### config.mk
export PLATFORM = sky130hd
export DESIGN_NAME = johnson_sequence_controller
export DESIGN_NICKNAME = d
export VERILOG_FILES = /design/src/rtl/johnson_sequence_controller_pkg.sv /design/src/rtl/johnson_sequence_controller_ctr.sv /design/src/rtl/johnson_sequence_controller.sv
export SDC_FILE = /design/constraint.sdc
export NUM_CORES = 1
export LEC_CHECK = 0
export BUFFER_PORTS_ARGS = -buffer_cell sky130_fd_sc_hd__buf_2
export CAP_MARGIN = 20
export CORE_UTILIZATION = 40
export DETAILED_ROUTE_END_ITERATION = 6
export SETUP_SLACK_MARGIN = 0.5
export SYNTH_ARGS = -nofsm -noshare
export SYNTH_HDL_FRONTEND = slang
export SYNTH_HIERARCHICAL = 1
export SYNTH_SLANG_ARGS = --single-unit
### constraint.sdc
create_clock -name clk -period 4.8 [get_ports clk]
set_clock_uncertainty 0.05 [all_clocks]
set_input_delay 0.48 -clock clk [delete_from_list [all_inputs] [get_ports clk]]
set_output_delay 0.48 -clock clk [all_outputs]
set_load 0.005 [all_outputs]
### src/rtl/johnson_sequence_controller_pkg.sv
// Shared types and helpers for the Johnson sequence controller: FSM state
// encoding, counter geometry, and the phase <-> Johnson-code mapping.
package johnson_sequence_controller_pkg;

    localparam int JC_WIDTH  = 8;
    localparam int JC_PHASES = 16;

    typedef enum logic [1:0] {
        ST_IDLE   = 2'd0,
        ST_RUN    = 2'd1,
        ST_PAUSED = 2'd2,
        ST_DONE   = 2'd3
    } jsc_state_e;

    // Phases 0..8 fill ones from the LSB; 9..15 keep (16-p) ones in the MSBs.
    function automatic logic [JC_WIDTH-1:0] jc_encode(input logic [3:0] p);
        logic [JC_WIDTH-1:0] v;
        v = '0;
        for (int i = 0; i < JC_WIDTH; i++) begin
            if (p <= 4'd8) v[i] = (i < int'(p));
            else           v[i] = (i >= int'(p) - 8);
        end
        return v;
    endfunction

    function automatic logic [3:0] jc_decode(input logic [JC_WIDTH-1:0] v);
        logic [4:0] pc;
        logic [4:0] idx;
        pc = '0;
        for (int i = 0; i < JC_WIDTH; i++) pc = pc + {4'd0, v[i]};
        idx = v[JC_WIDTH-1] ? (5'd16 - pc) : pc;
        return idx[3:0];
    endfunction

endpackage

### src/rtl/johnson_sequence_controller_ctr.sv
// 8-bit Johnson counter register with a parallel load that overrides stepping.
module johnson_counter_ctl
    import johnson_sequence_controller_pkg::*;
(
    input  logic                clk,
    input  logic                reset,
    input  logic                en,
    input  logic                load,
    input  logic [JC_WIDTH-1:0] load_val,
    output logic [JC_WIDTH-1:0] out
);

    logic [JC_WIDTH-1:0] out_q, out_d;

    always_comb begin
        out_d = out_q;
        if (load)    out_d = load_val;
        else if (en) out_d = {out_q[JC_WIDTH-2:0], ~out_q[JC_WIDTH-1]};
    end

    always_ff @(posedge clk) begin
        if (!reset) out_q <= '0;
        else        out_q <= out_d;
    end

    assign out = out_q;

endmodule

### src/rtl/johnson_sequence_controller.sv
// Run controller: loads a start phase, steps the Johnson counter a programmed
// number of times with pause/abort, and pulses done on completion.
module johnson_sequence_controller
    import johnson_sequence_controller_pkg::*;
(
    input  logic                clk,
    input  logic                reset,
    input  logic                start,
    input  logic [3:0]          start_phase,
    input  logic [4:0]          step_count,
    input  logic                pause,
    input  logic                abort,
    output logic [JC_WIDTH-1:0] out,
    output logic [3:0]          phase,
    output logic                busy,
    output logic                done
);

    jsc_state_e state_q, state_d;
    logic [4:0] rem_q, rem_d;
    logic       ctr_en, ctr_load;

    always_comb begin
        state_d  = state_q;
        rem_d    = rem_q;
        ctr_en   = 1'b0;
        ctr_load = 1'b0;
        unique case (state_q)
            ST_IDLE: begin
                if (start) begin
                    ctr_load = 1'b1;
                    rem_d    = step_count;
                    state_d  = (step_count != 5'd0) ? ST_RUN : ST_DONE;
                end
            end
            ST_RUN: begin
                if (abort) begin
                    state_d = ST_IDLE;
                end else if (pause) begin
                    state_d = ST_PAUSED;
                end else begin
                    ctr_en = 1'b1;
                    rem_d  = rem_q - 5'd1;
                    // Leaving at 1 keeps the down-counter from ever wrapping.
                    if (rem_q == 5'd1) state_d = ST_DONE;
                end
            end
            ST_PAUSED: begin
                if (abort)       state_d = ST_IDLE;
                else if (!pause) state_d = ST_RUN;
            end
            ST_DONE: state_d = ST_IDLE;
            default: state_d = ST_IDLE;
        endcase
    end

    always_ff @(posedge clk) begin
        if (!reset) begin
            state_q <= ST_IDLE;
            rem_q   <= '0;
        end else begin
            state_q <= state_d;
            rem_q   <= rem_d;
        end
    end

    johnson_counter_ctl u_ctr (
        .clk      (clk),
        .reset    (reset),
        .en       (ctr_en),
        .load     (ctr_load),
        .load_val (jc_encode(start_phase)),
        .out      (out)
    );

    assign phase = jc_decode(out);
    assign busy  = (state_q == ST_RUN) || (state_q == ST_PAUSED);
    assign done  = (state_q == ST_DONE);

endmodule

=== After elaboration in Yosys (flattened, before gate mapping) ===
Cells that the tools add are included.

* Register bits: 15
* Logic and storage cells: 75
* Input port bits: 14

* Mux-type cells: 28
* Reduce and logical (&&, ||, !) cells: 7
* $lt $le $gt $ge: 17
* $add $sub $neg: 10
* Bitwise operators: 1
* Equality and inequality tests: 9

{| class="wikitable"
|+ Operators with widths
! cell !! count
|-
| greater-or-equal comparator 4 x 5 -> 1 bit (first input constant) || 4
|-
| adder 4 x 1 -> 4 bit || 4
|-
| < comparator 3 x 4 -> 1 bit (first input constant) || 4
|-
| two-way mux 8 bit || 2
|-
| two-way mux 5 bit || 3
|-
| two-way mux 2 bit || 7
|-
| two-way mux 1 bit || 13
|-
| greater-or-equal comparator 3 x 5 -> 1 bit (first input constant) || 2
|-
| case mux 5 bit (2 select lines) || 1
|-
| < comparator 1 x 4 -> 1 bit (first input constant) || 2
|-
| < comparator 2 x 4 -> 1 bit (first input constant) || 2
|-
| case mux 2 bit (4 select lines) || 1
|-
| != test 2 bit (second input constant) || 3
|-
| equality test 5 x 1 -> 1 bit (second input constant) || 1
|-
| greater-or-equal comparator 1 x 5 -> 1 bit (first input constant) || 1
|-
| greater-or-equal comparator 2 x 5 -> 1 bit (first input constant) || 1
|-
| nonzero test 5 bit || 1
|-
| subtractor 4 x 4 -> 5 bit (second input constant) || 1
|-
| subtractor 5 x 1 -> 5 bit (second input constant) || 1
|-
| adder 3 x 1 -> 4 bit || 1
|-
| equality test 2 bit (second input constant) || 2
|-
| less-or-equal comparator 4 bit (second input constant) || 1
|-
| two-way mux 4 bit || 1
|-
| != test 4 bit (second input constant) || 1
|-
| other kinds (11) || 12
|}

=== Longest topological paths before layout ===
* Word-level depth: 9
* Gate-level depth with buffers: 12

=== By module ===
Netlist, hierarchy kept.

{| class="wikitable"
|+ By module, submodules not included
! module !! cells each !! area each (sq um) !! instances !! seq. area each (sq um)
|-
| johnson_sequence_controller || 141 || 1,039.7 || 1 || 140.1
|-
| johnson_counter_ctl || 36 || 437.9 || 1 || 160.2
|}

=== Worst setup path before layout ===
OpenSTA, ideal clock, no wires.

* Kind: reg2out
* From: register u_ctr.out_q[0] (netlist: u_ctr/out[0])
* To: output port phase[3]
* Path buffers: 0
* Arrival time: 3.432 ns
* Required time: 4.270 ns
* Path slack: 0.838 ns
* Stages on the path, launching flop included: 13
* Cells stage by stage: dfxtp_1 -> inv_1 -> fa_1 -> fa_1 -> fa_1 -> inv_1 -> ha_1 -> inv_1 -> fa_1 -> nor2b_1 -> mux2_2 -> a31o_2 -> a21oi_1

* Longest elaborated chain between the ends: 9

{| class="wikitable"
|+ RTL lines
! what !! line !! text
|-
| start: declaration || johnson_sequence_controller_ctr.sv:13 || <nowiki>logic [JC_WIDTH-1:0] out_q, out_d;</nowiki>
|-
| start signal: assignment || johnson_sequence_controller_ctr.sv:23 || <nowiki>else out_q <= out_d;</nowiki>
|-
| adder 1 x 1 -> 2 bit * || johnson_sequence_controller_pkg.sv:30 || <nowiki>for (int i = 0; i < JC_WIDTH; i++) pc = pc + {4'd0, v[i]};</nowiki>
|-
| adder 2 x 1 -> 3 bit * || johnson_sequence_controller_pkg.sv:30 ||
|-
| adder 3 x 1 -> 4 bit * || johnson_sequence_controller_pkg.sv:30 ||
|-
| adder 4 x 1 -> 4 bit * (4 in a row) || johnson_sequence_controller_pkg.sv:30 ||
|-
| subtractor 1 x 4 -> 4 bit || johnson_sequence_controller_pkg.sv:31 || <nowiki>idx = v[JC_WIDTH-1] ? (5'd16 - pc) : pc;</nowiki>
|-
| two-way mux 4 bit * || johnson_sequence_controller_pkg.sv:31 ||
|-
| end: declaration || johnson_sequence_controller.sv:14 || <nowiki>output logic [3:0] phase,</nowiki>
|}

Every way passes the cells marked *; elsewhere a longest branch is shown, timed or not.

=== Final worst setup path ===
Same ends and word-level chain as after synthesis.

==> qor.yml <==
status: "complete, no violations"
pre_cts_slack_ns: 0.621
setup_slack_ns: 0.521
setup_tns_ns: 0
synth-seq-cells: 15
slowest_delay_ns: 0.54
critical_path.startpoint: "u_ctr/out[0]"
crit_required_ns: 4.27
clkTransAtPathRegs_ns: 0.06
switching_share_pct: 40.3
drt-total-wl_um: 3200
endpoint_kind: "output port"
cts_buffer_depth: 2
final_cell_mix: "buf_2, inv_1, nor2_1, ha_1, dfxtp_1"
wire_per_inst_um: 12.6
netlist_instances: 177
slew_violations: 0
grt_pass1_wl_um: 5480
die_w_um: 62.8
setup_viol: 0
relSlewSlack_pct: 34.8
htree_levels: 1
critical_path.top_delay_family: "adder cells"
clkPwrFrac_pct: 10.7
arrival_ns: 3.75
area_growth_syn_to_layout_pct: 20.4
seqPwrFrac_pct: 20.0
syn_nets: 209
endpoint: "phase[3]"
grt_max_degree: 17
clock_latency_ns: 0.25
synth-main-ff-cell: "dfxtp_1"
p_comb_share_pct: 69.3
max_cap_violations: 0
internal_power_uw: 584
final_antenna_net_count: 0
path_max_fanout: 3
final_nets: 242
clock.fmax_mhz: 234
synth_top_cell_by_area: "dfxtp_1"
leakage_nw: 0.914
cts_buffers: 3
power.density_nw_per_um2: 550
crit_slowest_cell: "fa_1"
ys_async_sr_fraction_pct: 0
fin_hold_ws_ns: 0.428
io_buffers: 27
n_antenna_cell: 0
final_min_period_over_clock_period_pct: 89.1
hpwl_um: 2320
grt_overflow_total: 0
ys_warn_count: 6
chipHeight_um: 62.8
synthTopCellsByArea: "dfxtp_1, ha_1, mux2_4"
yosysSeqAreaShare_pct: 20.3
root_buffer: "clkbuf_8"
reg2reg_depth: 6
tightestPinTransition_ns: 0.974
cp-start-kind: "register"
hold_violations: 0
reg2reg_to: "state_q[1]"
synth_top_area_share_pct: 20.3
crit_top_cell: "fa_1"
final_cell_area_um2: 1780
num_rows: 21
place.gp.congestion: 0.815
layout_commonest_cell: "buf_2"
nFillCells: 347
syn_area_per_cell_um2: 8.35
critPathBufInv: 4
cp.depth: 13
cts.sinks: 15
rrSetupSlack_ns: 2.33
hp-class: "register to register"
drive_gt1_share_pct: 29.7
drc: 0
power_switching_uw: 394
r2r-start: "state_q[1]"
via_per_inst: 5.31
syn_area_um2: 1480
ir_worst_vdd_mv: 0.230
crit_type: "register to output port"
synth_edf_count: 0
vias: 1353
io_pins: 28
dieArea_um2: 3940
path_cells: "inv_2, fa_1, fa_1, fa_1, inv_2, ha_4, inv_2, fa_1, nor2b_4, mux2_4, a31o_4, a21oi_2, buf_2"
post-route-min-period_ns: 4.28
synthDistinctLibCells: 44
grt_pass1_vias: 1262
dpl-instance-area_um2: 1630
grt_setup_unrepaired: "yes"
drtPass1Iterations: 4
antenna_found_initial: 0
start_util_pct: 42.9
drt_iter0_drc: 71
post-route-util_pct: 51.7
cts_tree: "done"
grtUsageTotal_pct: 17.2
core_region_area_um2: 3440
## kinds of logic (layout without fill, tap and decap cells)
kind of cell / after synthesis / in the layout / share of synthesized area (%)
AO/OA/AOI/OAI: 51 / 51 / 25.3
XOR/XNOR: 1 / 1 / 0.593
adder cells (fa/ha/maj): 18 / 18 / 17.3
buffers and inverters: 32 / 64 / 9.23
flip-flops: 15 / 15 / 20.3
multiplexers: 9 / 9 / 8.55
AND/OR/NAND/NOR: 51 / 51 / 18.7
## per-stage QoR
step / instances / power [mW]
finish: 255 / 0.978
global route: 255 / 1.07
CTS: 251 / 0.913
detailed placement: 243 / 0.701
global placement: 243 / 0.685
floorplan: 177 / 0.573
## Yosys cell counts (2+ instances only)
library cell	number
mux2_4	7
o21ai_0	7
o221a_2	2
clkbuf_1	3
a21o_1	4
a31oi_1	2
or2b_1	8
nor3_1	2
buf_6	2
nor2b_1	4
dfxtp_1	15
o211ai_1	3
nand2b_1	4
inv_1	25
nor3b_1	2
ha_1	14
fa_1	4
nand3b_1	2
o211a_1	8
a21boi_0	3
nor2_1	15
nand2_1	9
a21oi_1	11
## layout make-up
type                       count  area, um2  share of cell area (%)
timing repair buffer          35        195                    11.0
multi-input combinational    130       1080                    60.8
clock inverter                 1       5.00                   0.281
inverter                      25       93.8                    5.27
clock buffer                   3       41.3                    2.32
tap                           46       57.6                    3.23
sequential                    15        304                    17.1
## state kept, by name, summed over array words and instances (netlist names)
signal     count
u_ctr/out      8
rem_q          5
state_q        2
## worst min path at each step
stage	to	cells after the start	slack, ns	startpoint
floorplan	rem_q[1]	2	0.40	rem_q[1]
global placement	rem_q[1]	2	0.42	rem_q[1]
global route	rem_q[1]	2	0.48	rem_q[1]
CTS	rem_q[1]	2	0.43	rem_q[1]
detailed placement	rem_q[1]	2	0.43	rem_q[1]
finish	rem_q[1]	2	0.43	rem_q[1]
## power groups by stage
stage | Sequential, mW | Clock [mW] | Combinational (mW)
detailed placement | 0.196 | 0 | 0.505
finish | 0.195 | 0.105 | 0.678
CTS | 0.195 | 0.109 | 0.609
global placement | 0.195 | 0 | 0.490
global route | 0.202 | 0.113 | 0.753
floorplan | 0.190 | 0 | 0.384
## routing by layer
| layer | routed length (um) | vias to the layer above | global-route usage [%] |
|---|---|---|---|
| li1 | - | 680 | - |
| met1 | 1500 | 638 | 21.9 |
| met2 | 1550 | 31 | 29.6 |
| met3 | 127 | 4 | 4.01 |
| met4 | 18 | 0 | 2.62 |
| met5 | 0 | - | 0 |
## what timing repair did
item,CTS,global route
hold buffers,0,0
pin swaps,5,4
setup endpoints to repair,1,1
buffers inserted,4,4
resized for setup,11,3
gates cloned,0,0
## worst register-to-register path, stage by stage (launching register included)
cell	delay, ns
dfxtp_1	0.34
inv_1	0.09
ha_1	0.41
nor3b_2	0.87
a222oi_1	0.31
o311ai_1	0.18
o211a_1	0.18
Note: power is estimated with default switching activity, not from simulation.
